--- src/rtl/updi_seq_pkg.sv ---
// Shared types and helpers for the multi-target UPDI batch sequencer.
package updi_seq_pkg;

    typedef enum logic [2:0] {
        StIdle,
        StSelect,
        StSettle,
        StLaunch,
        StWaitBusy,
        StRun,
        StEval,
        StDone
    } seq_state_e;

    localparam int unsigned MaxTargets = 256;
    localparam int unsigned LsbIdxW    = 8;

    typedef struct packed {
        logic               found;
        logic [LsbIdxW-1:0] idx;
    } lsb_t;

    // Priority search from the top so the last write wins with the lowest index.
    function automatic lsb_t lowest_set_index(input logic [MaxTargets-1:0] mask);
        lsb_t r;
        r.found = 1'b0;
        r.idx   = '0;
        for (int i = MaxTargets - 1; i >= 0; i--) begin
            if (mask[i]) begin
                r.found = 1'b1;
                r.idx   = LsbIdxW'(i);
            end
        end
        return r;
    endfunction

endpackage

--- src/rtl/updi_watchdog.sv ---
// Load/enable saturating cycle counter; hit_o flags the cycle in which the
// enabled count reaches Limit (the current cycle included).
module updi_watchdog #(
    parameter int unsigned Limit = 1,
    localparam int unsigned Width = $clog2(Limit + 1)
) (
    input  logic clk_i,
    input  logic rst_i,
    input  logic load_i,
    input  logic en_i,
    output logic hit_o
);

    logic [Width-1:0] cnt_q, cnt_d;

    always_comb begin
        cnt_d = cnt_q;
        if (load_i) begin
            cnt_d = '0;
        end else if (en_i && (cnt_q != Width'(Limit))) begin
            cnt_d = cnt_q + Width'(1);
        end
    end

    always_ff @(posedge clk_i) begin
        if (rst_i) begin
            cnt_q <= '0;
        end else begin
            cnt_q <= cnt_d;
        end
    end

    assign hit_o = en_i && (cnt_q >= Width'(Limit - 1));

endmodule

--- src/rtl/updi_multi_target_seq.sv ---
// Batch sequencer: walks the requested targets lowest-first, launching the
// shared programmer core per target with guard time, watchdog and retries.
module updi_multi_target_seq
    import updi_seq_pkg::*;
#(
    parameter int unsigned NUM_TARGETS    = 4,
    parameter int unsigned MAX_RETRIES    = 2,
    parameter int unsigned SETTLE_CYCLES  = 100,
    parameter int unsigned TIMEOUT_CYCLES = 16000000,
    localparam int unsigned CH_BITS = (NUM_TARGETS > 1) ? $clog2(NUM_TARGETS) : 1
) (
    input  logic                   clk,
    input  logic                   rst,
    input  logic                   start,
    input  logic [NUM_TARGETS-1:0] channel_mask,
    output logic                   busy,
    output logic                   done,
    output logic [NUM_TARGETS-1:0] pass_mask,
    output logic [NUM_TARGETS-1:0] fail_mask,
    output logic [NUM_TARGETS-1:0] chan_sel,
    output logic [CH_BITS-1:0]     current_channel,
    output logic                   prog_start,
    output logic                   prog_abort,
    input  logic                   prog_busy,
    input  logic                   prog_error
);

    localparam int unsigned AttW = (MAX_RETRIES > 0) ? $clog2(MAX_RETRIES + 1) : 1;

    seq_state_e             state_q, state_d;
    logic [NUM_TARGETS-1:0] pend_q, pend_d;
    logic [NUM_TARGETS-1:0] pass_q, pass_d;
    logic [NUM_TARGETS-1:0] fail_q, fail_d;
    logic [CH_BITS-1:0]     cur_q, cur_d;
    logic [AttW-1:0]        att_q, att_d;
    logic                   err_q, err_d;
    logic                   settle_hit, wd_hit;
    lsb_t                   lsb;

    updi_watchdog #(
        .Limit (SETTLE_CYCLES)
    ) u_settle (
        .clk_i  (clk),
        .rst_i  (rst),
        .load_i (state_q != StSettle),
        .en_i   (state_q == StSettle),
        .hit_o  (settle_hit)
    );

    updi_watchdog #(
        .Limit (TIMEOUT_CYCLES)
    ) u_timeout (
        .clk_i  (clk),
        .rst_i  (rst),
        .load_i (state_q == StLaunch),
        .en_i   ((state_q == StWaitBusy) || (state_q == StRun)),
        .hit_o  (wd_hit)
    );

    always_comb begin
        state_d    = state_q;
        pend_d     = pend_q;
        pass_d     = pass_q;
        fail_d     = fail_q;
        cur_d      = cur_q;
        att_d      = att_q;
        err_d      = err_q;
        prog_abort = 1'b0;
        lsb        = lowest_set_index(MaxTargets'(pend_q));

        unique case (state_q)
            StIdle: begin
                if (start) begin
                    pend_d  = channel_mask;
                    pass_d  = '0;
                    fail_d  = '0;
                    state_d = StSelect;
                end
            end
            StSelect: begin
                if (lsb.found) begin
                    pend_d  = pend_q & ~(NUM_TARGETS'(1) << lsb.idx);
                    cur_d   = CH_BITS'(lsb.idx);
                    att_d   = '0;
                    state_d = StSettle;
                end else begin
                    state_d = StDone;
                end
            end
            StSettle: begin
                if (settle_hit) state_d = StLaunch;
            end
            StLaunch: state_d = StWaitBusy;
            StWaitBusy: begin
                if (wd_hit) begin
                    prog_abort = 1'b1;
                    err_d      = 1'b1;
                    state_d    = StEval;
                end else if (prog_busy) begin
                    state_d = StRun;
                end
            end
            StRun: begin
                // A completion landing on the limit cycle beats the watchdog.
                if (!prog_busy) begin
                    err_d   = prog_error;
                    state_d = StEval;
                end else if (wd_hit) begin
                    prog_abort = 1'b1;
                    err_d      = 1'b1;
                    state_d    = StEval;
                end
            end
            StEval: begin
                if (!err_q) begin
                    pass_d[cur_q] = 1'b1;
                    state_d       = StSelect;
                end else if (att_q < AttW'(MAX_RETRIES)) begin
                    att_d   = att_q + AttW'(1);
                    state_d = StSettle;
                end else begin
                    fail_d[cur_q] = 1'b1;
                    state_d       = StSelect;
                end
            end
            StDone:  state_d = StIdle;
            default: state_d = StIdle;
        endcase
    end

    always_ff @(posedge clk) begin
        if (rst) begin
            state_q <= StIdle;
            pend_q  <= '0;
            pass_q  <= '0;
            fail_q  <= '0;
            cur_q   <= '0;
            att_q   <= '0;
            err_q   <= 1'b0;
        end else begin
            state_q <= state_d;
            pend_q  <= pend_d;
            pass_q  <= pass_d;
            fail_q  <= fail_d;
            cur_q   <= cur_d;
            att_q   <= att_d;
            err_q   <= err_d;
        end
    end

    always_comb begin
        chan_sel = '0;
        if ((state_q == StSettle) || (state_q == StLaunch) || (state_q == StWaitBusy) ||
            (state_q == StRun) || (state_q == StEval)) begin
            chan_sel = NUM_TARGETS'(1) << cur_q;
        end
    end

    assign busy            = (state_q != StIdle);
    assign done            = (state_q == StDone);
    assign prog_start      = (state_q == StLaunch);
    assign pass_mask       = pass_q;
    assign fail_mask       = fail_q;
    assign current_channel = cur_q;

endmodule

--- config.mk ---
export PLATFORM = sky130hd
export DESIGN_NAME = updi_multi_target_seq
export DESIGN_NICKNAME = d
export VERILOG_FILES = /design/src/rtl/updi_seq_pkg.sv /design/src/rtl/updi_watchdog.sv /design/src/rtl/updi_multi_target_seq.sv
export SDC_FILE = /design/constraint.sdc
export NUM_CORES = 1
export LEC_CHECK = 0
export CORE_ASPECT_RATIO = 0.5
export CORE_UTILIZATION = 60
export CTS_BUF_LIST = sky130_fd_sc_hd__clkbuf_4
export CTS_CLUSTER_DIAMETER = 200
export DETAILED_ROUTE_END_ITERATION = 16
export GPL_TIMING_DRIVEN = 1
export PLACE_DENSITY = 0.84
export SETUP_SLACK_MARGIN = 0.02
export SLEW_MARGIN = 10
export SYNTH_ARGS = -nofsm -noshare
export SYNTH_HDL_FRONTEND = slang
export SYNTH_SLANG_ARGS = --single-unit
--- constraint.sdc ---
create_clock -name clk -period 6.25 [get_ports clk]
set_input_delay 0.9375 -clock clk [delete_from_list [all_inputs] [get_ports clk]]
set_output_delay 0.9375 -clock clk [all_outputs]
set_load 0.02 [all_outputs]
==> summary by stage, run 1 <==
GRT
In the global route stage, met1 resource usage came out at 0.3172. The number of global-route vias before repair is 2,078. In the global route stage, met3 resource usage came out at 0.05873. The global router's overall resource usage is 0.2676. The first global-routing pass estimated 8.990 mm of wire. Entering global routing, the biggest net connects 24 pins. The total global routing overflow is 0.

The fraction of met2 tracks used by global routing is 0.5000. The number of antenna violations at the first check in global routing was 0. The layer with the highest usage is met2.

Route
The count of antenna-violating nets left after detailed routing is 0. Using the TritonRoute via totals, the vias-per-cell ratio works out to 5.969. The detail-routed net length per standard cell is 14.81 um.

The detailed-route wire length is 5.790 mm. The first detailed-routing pass ran for 4 iterations. Detailed routing inserted a total of 2,334 vias. In the routed design, unresolved DRC markers number 0. The initial DRC count is 73.

Clocking
The total number of H-tree levels is 2. The number of buffers created by CTS is 5. Post-CTS repair changed the size of 0 cells. TritonCTS built the clock tree. The worst-case clock buffer depth is 2. In this run the post-CTS setup repair buffer count came out at 0.

Clock tree synthesis selected as its root buffer the cell sky130_fd_sc_hd__clkbuf_4. The CTS sink count is 51. Clock latency on the worst-skew pair, taken at its later pin, is 0.38 ns.

Clock-pin slew was measured on the worst setup and hold paths at 0.14 ns. The number of buffers inserted by hold repair at cts is 0.

STA
The hold slack is 0.5006 ns. Counting I/O delays and the setup requirement, the final critical path takes 4.056 ns. The total negative slack is 0 ns. The part of the cycle the worst path needs is 0.6490. Setup violations remaining at the end of the flow were counted as 0. The number of hold violations in the final report came to 0. The number of max-slew violations in the final report came to 0. The slew at the pin with the worst max-slew slack is 0.6954 ns. Headroom to the max-slew limit came out at 0.5363.

The final critical-path setup slack is 2.194 ns. Across the routed clock network, the largest skew measured is 0.01042 ns. Setup repair after global routing left no endpoint under its margin. Static timing analysis puts the maximum clock frequency at 246.5 MHz.

Worst setup path
The kind of critical path is flip-flop to output pin. The number of cells on the worst reg-to-reg path is 5. STA classifies the critical path endpoint as an output pin. The critical path data arrival time is 3.12 ns. The startpoint type of the worst setup path is a flip-flop. The critical path data required time is 5.31 ns. The largest fanout of any net on the critical path is 5.

Layout
Leaving out fill and tap cells, the most frequent cells in the layout are sky130_fd_sc_hd__dfxtp_1, sky130_fd_sc_hd__nor2_1, sky130_fd_sc_hd__nand2_1. The area of all placed cells without fillers is 2859 um2. The finished layout holds 391 standard cells, fillers aside. The layout cell share with drive strength beyond 1 is 0.04748.

The number of nets in the layout is 350. Measured on the finished design, the core utilization comes to 0.7213. The layout filler cell count is 322.

The area growth from synthesis to layout is 13.74%. The antenna diode count is 0. The library cell used most frequently in the layout, excluding fill and tap cells, is sky130_fd_sc_hd__dfxtp_1.

Power and ir drop
The total power draw is 0.7555 mW. The static leakage power is 0.9243 nW. The power density over the cells is 264.3 nW/um2. The maximum ir drop on the vdd rail is 0.1289 mV.

Synthesis
The area fraction of the dominant cell type after synthesis is 0.4062. The largest total area in the synthesized netlist belongs to sky130_fd_sc_hd__dfxtp_1. The count of unique library cells instantiated by Yosys is 43. The post-synthesis sequential area ratio is 0.4062. The cell area after synthesis is 2514 um2.

After synthesis, the cell types taking the most area are sky130_fd_sc_hd__dfxtp_1, sky130_fd_sc_hd__nor2_1, sky130_fd_sc_hd__a21oi_1, sky130_fd_sc_hd__nand2_1, sky130_fd_sc_hd__xnor2_1. During synthesis, Yosys emitted a total of 0 warnings. The post-synthesis instance total is 318. Synthesis inferred 51 register bits. Yosys mapped a number of flops with a built-in enable equal to 0. The fraction of registers with async set/reset is 0. The average instance area after synthesis is 7.905 um2. The leading register cell type out of synthesis is sky130_fd_sc_hd__dfxtp_1. The post-synth net total is 331.

Hold path
The worst hold path passes through 2 cells. The type of the most critical hold path is flip-flop to flip-flop.

Floorplan
The die covers 4468 um2. The starting density of the core is 0.6342. The die is 47.77 um tall.

The core area is 3964 um2. The I/O pin count is 27. The floorplan step set the die width to 93.54 um. The number of placement rows is 16.

Placed design
In this run the cell area measured after placement is 2784 um2. Input and output buffers added on the ports amount to 26. At the end of routability-driven placement, the weighted congestion stood at 0.8416. The half-perimeter wire length after detailed placement is 4.011 mm. The number of placed instances, taps included, is 384. Prior to clock tree synthesis, the placed netlist has a worst setup slack of 2.611 ns.

Status
The run finished with clean final reports.

Flow run
The number of maximum-capacitance constraint violations is 0.
[cell families (layout without fill, tap and decap cells)]
| kind of cell | Yosys count | in the layout | share of synthesized area |
|---|---|---|---|
| compound gates | 57 | 57 | 0.1419 |
| xor+xnor | 20 | 20 | 0.06969 |
| flops | 51 | 51 | 0.4062 |
| fa+ha+maj | 4 | 4 | 0.01991 |
| buf+inv | 24 | 43 | 0.03783 |
| simple gates | 162 | 162 | 0.3245 |
[path summary, 6_finish.rpt]
kind	end	from	slack [ns]
hold reg to reg	fail_mask[0]	fail_mask[0]	0.50
setup / recovery	prog_abort	u_timeout.cnt_q[15]	2.19
hold / removal	fail_mask[0]	fail_mask[0]	0.50
setup reg to reg	u_timeout.cnt_q[20]	u_timeout.cnt_q[15]	3.76
[cells in the mapped netlist, types with 2 or more instances]
| cell | instances |
|---|---|
| sky130_fd_sc_hd__dfxtp_1 | 51 |
| sky130_fd_sc_hd__nor2_1 | 50 |
| sky130_fd_sc_hd__nand2_1 | 30 |
| sky130_fd_sc_hd__a21oi_1 | 26 |
| sky130_fd_sc_hd__nand3_1 | 15 |
| sky130_fd_sc_hd__nor3_1 | 14 |
| sky130_fd_sc_hd__xnor2_1 | 12 |
| sky130_fd_sc_hd__clkbuf_1 | 11 |
| sky130_fd_sc_hd__inv_1 | 10 |
| sky130_fd_sc_hd__or4_1 | 10 |
| sky130_fd_sc_hd__xor2_1 | 8 |
| sky130_fd_sc_hd__nor2b_1 | 7 |
| sky130_fd_sc_hd__o21ai_0 | 7 |
| sky130_fd_sc_hd__nand4_1 | 6 |
| sky130_fd_sc_hd__nor4_1 | 6 |
| sky130_fd_sc_hd__ha_1 | 4 |
| sky130_fd_sc_hd__nand2b_1 | 4 |
| sky130_fd_sc_hd__o211ai_1 | 4 |
| sky130_fd_sc_hd__o31ai_1 | 4 |
| sky130_fd_sc_hd__or2_2 | 4 |
| sky130_fd_sc_hd__or3_1 | 4 |
| sky130_fd_sc_hd__a31oi_1 | 3 |
| sky130_fd_sc_hd__and3_1 | 3 |
| sky130_fd_sc_hd__and4_1 | 3 |
| sky130_fd_sc_hd__a211oi_1 | 2 |
| sky130_fd_sc_hd__o21ai_1 | 2 |
| sky130_fd_sc_hd__o21bai_1 | 2 |
[cell type report]
type	count	area, um2	share of cell area
clock buffers	6	45.04	0.01575
clock inverters	1	30.03	0.01050
inverters	10	37.54	0.01313
multi-input cells	243	1398	0.4888
flip-flops and latches	51	1021	0.3571
well taps	54	67.56	0.02363
repair buffers	26	260.3	0.09103
[flip-flops by register name, summed over array words and instances, names as in the netlist]
register         cells
u_timeout.cnt_q     24
pend_q               4
pass_mask            4
state_q              3
att_q                2
fail_mask            4
err_q                1
u_settle.cnt_q       7
current_channel      2
[per-layer routing]
metal,vias up,wire length (um)
met3,18,301
met5,-,0
met1,1084,2570
met4,0,114
met2,77,2803
li1,1155,-
[worst max-delay path: stages (launching register included)]
cell and delay (ns):
sky130_fd_sc_hd__dfxtp_1 0.38, sky130_fd_sc_hd__or4_1 0.58, sky130_fd_sc_hd__or4_4 0.55, sky130_fd_sc_hd__o32a_1 0.42, sky130_fd_sc_hd__nor3_1 0.20, sky130_fd_sc_hd__clkdlybuf4s50_1 0.62
[where the power goes]
group | switching (mW) | internal, mW | leakage, nW
sequential | 0.0327 | 0.344 | 0.412
combinational | 0.115 | 0.0738 | 0.470
clock | 0.103 | 0.0869 | 0.0417
(Power assumes the default switching activity.)
==> run 2, diff against run 1 <==
- CORE_UTILIZATION: 60 -> 58
- PLACE_DENSITY: 0.84 -> 0.82
- clock period: 6.25 -> 4.2 ns (I/O delays scaled with it)
==> summary by stage, run 2 (synthesis results as in run 1) <==
Status
The run finished with clean final reports.

Clocking
The clock latency on the worst-skew pair is 0.38 ns (about the same). The worst-case clock buffer depth is 2 (unchanged). The post-CTS setup buffer count is 0 (unchanged). The CTS sink count came to 51 (unchanged).

The TritonCTS clock tree is done. The master cell of the clock root buffer is sky130_fd_sc_hd__clkbuf_4. The total number of H-tree levels is 2 (unchanged). The number of buffers created by CTS was 5 (unchanged). The post-CTS clock slew at the launch and capture registers of the worst setup and hold paths came to 0.16 ns (+0.02 ns). The number of buffers inserted by hold repair at cts is 0 (unchanged). The quantity of gates resized following cts is 0 (unchanged).

GRT
The wire length of the first global-routing pass was 9.156 mm (+1.8%). The global router's overall resource usage came to 0.2503 (-0.01738). The maximum number of pins on one net before global-route repair was 24 (unchanged). The total global routing overflow is 0 (unchanged). The number of global-route vias before repair is 2,076 (-0.096%).

The number of antenna violations at the first check in global routing was 0 (unchanged).

Worst setup path
STA classifies the critical path endpoint as an output pin. The cell with the largest stage delay on the worst path is sky130_fd_sc_hd__clkdlybuf4s50_1. Walking the worst path, the cells encountered are or4_1, or4_4, o32a_1, nor3_1, clkdlybuf4s50_1. The largest fanout of any net on the critical path came to 5 (unchanged). The kind of critical path is flip-flop to output pin.

The critical path data required time is 3.57 ns (-1.74 ns). The number of buffer and inverter instances along the worst setup path is 1 (unchanged). The startpoint type of the worst setup path is a flip-flop. Among cell families on the critical path, the largest total delay comes from simple AND/OR/NAND/NOR gates.

The biggest cell delay along the critical path is 0.64 ns (+0.02 ns). The critical path data arrival time is 3.16 ns (+0.04 ns).

STA
For this run, the top clock speed supported by timing is 263.9 MHz. Setup repair after global routing left no endpoint under its margin. The headroom to the max-slew limit is 0.5504 (+0.01408). The total negative slack is 0 ns (unchanged). The hold slack is 0.4842 ns (-0.01642 ns). The number of max-slew violations in the final report was 0 (unchanged). The number of hold violations in the final report was 0 (unchanged).

The total of endpoints with negative setup slack in the final report was 0 (unchanged). The slew at the pin with the worst max-slew slack is 0.6743 ns (-0.02112 ns). The clock skew after layout is 0.02139 ns (+0.01098 ns). The part of the cycle the worst path needs is 0.9021. The final critical-path required period is 3.789 ns.

Route
The initial DRC count is 74 (+1.4%). The detailed-route vias per instance is 5.743 (-3.8%). The detailed-route wire length is 5.275 mm (-8.9%). The count of antenna-violating nets left after detailed routing is 0 (unchanged).

The number of remaining DRC errors came to 0 (unchanged). The via count of the routed design is 2,257 (-3.3%). The detail-routed net length per standard cell is 13.42 um (-9.4%).

The number of optimization iterations in the first detailed-route pass was 4 (unchanged).

Layout
The utilization after layout is 0.7080 (-0.01325). The top cell types in the final layout, fill and taps aside, are sky130_fd_sc_hd__dfxtp_1, sky130_fd_sc_hd__nor2_1, sky130_fd_sc_hd__nand2_1. The antenna diode count is 0 (unchanged). The most common cell after layout, fill and taps aside is sky130_fd_sc_hd__dfxtp_1.

The final instance count without filler cells is 393 (+0.51%). The largest registers in the layout are u_timeout.cnt_q (24), u_settle.cnt_q (7). The area growth from synthesis to layout is 13.34%.

The layout cell share with drive strength beyond 1 was 0.05310 (+0.005620). u_timeout.cnt_q holds more flip-flops than any other register. The number of nets in the layout is 351 (+0.29%).

The flip-flop count of the largest register, all copies and words added is 24 (unchanged).

Power and ir drop
The power density over the cells came to 375.7 nW/um2 (+42%). The maximum ir drop on the vdd rail is 0.2577 mV (+100%). The static leakage power is 0.9184 nW (-0.64%).

Floorplan
The core area is 4024 um2 (+1.5%). The die width is 95.10 um (+1.7%). The die outline height was 48.55 um (+1.6%). The die area is 4617 um2 (+3.3%). The starting density of the core is 0.6247 (-0.009465). The number of placement rows is 16 (unchanged).

The I/O pin count is 27 (unchanged).

Placed design
The number of placed instances with taps included came to 385 (+0.26%). The final estimated routing congestion in global placement is 0.8141 (-3.3%). The count of input and output buffers was 26 (unchanged).

The half-perimeter wire length after detailed placement came to 3.734 mm (-6.9%).

Flow run
The number of maximum-capacitance constraint violations is 0 (unchanged).

Hold path
The path class of the tightest hold or removal check is flip-flop to flip-flop.
[run 2: cell count changes in the layout (fill, tap and decap cells not counted)]
cell | previous run | this run
sky130_fd_sc_hd__clkinv_2 | 0 | 1
sky130_fd_sc_hd__clkinvlp_4 | 0 | 1
sky130_fd_sc_hd__buf_4 | 0 | 1
sky130_fd_sc_hd__bufinv_16 | 1 | 0
[run 2: final timing paths]
| check | end | slack, ns | cells past startpoint | from |
|---|---|---|---|---|
| setup / recovery | prog_abort | 0.41 | 5 | u_timeout.cnt_q[15] |
| hold reg to reg | fail_mask[1] | 0.48 | 2 | fail_mask[1] |
| hold / removal | fail_mask[1] | 0.48 | 2 | fail_mask[1] |
| setup reg to reg | u_timeout.cnt_q[16] | 1.73 | 5 | u_timeout.cnt_q[15] |
[run 2: worst min-delay path, delay by kind of cell, from the launching register on]
kind | cells | cell delay, ns
AND/OR/NAND/NOR | 1 | 0.07
AO/OA/AOI/OAI | 1 | 0.04
flip-flops | 1 | 0.35
[run 2: power by group]
| part | internal (mW) | switching [mW] | total [mW] | leakage [nW] |
|---|---|---|---|---|
| Clock | 0.0714 | 0.157 | 0.229 | 0.0317 |
| Sequential | 0.512 | 0.0497 | 0.561 | 0.412 |
| Combinational | 0.110 | 0.171 | 0.280 | 0.474 |
| Total | 0.693 | 0.378 | 1.07 | 0.918 |
[run 2: area by class of cell]
class | instances | area (um2)
Multi-Input combinational cell | 243 | 1398
Fill cell | 331 | 1175
Sequential cell | 51 | 1021
Timing Repair Buffer | 27 | 267.8
Tap cell | 54 | 67.56
Clock buffer | 6 | 45.04
Inverter | 10 | 37.54
Clock inverter | 2 | 12.51
[run 2: per-stage QoR]
step | cell area [um2] | power (mW) | setup WS (ns)
floorplan | 2514 | 0.7604 | 1.255
global placement | 2791 | 0.8397 | 0.8884
detailed placement | 2791 | 0.8487 | 0.8436
CTS | 2849 | 1.073 | 0.4064
global route | 2849 | 1.134 | 0.3230
finish | 2849 | 1.070 | 0.4110
[run 2: per-layer routing]
metal / routed length (um) / global-route usage
met1: 2536 / 0.3176
met2: 2518 / 0.4202
met3: 179 / 0.07075
met4: 40 / 0.05808
met5: 0 / 0
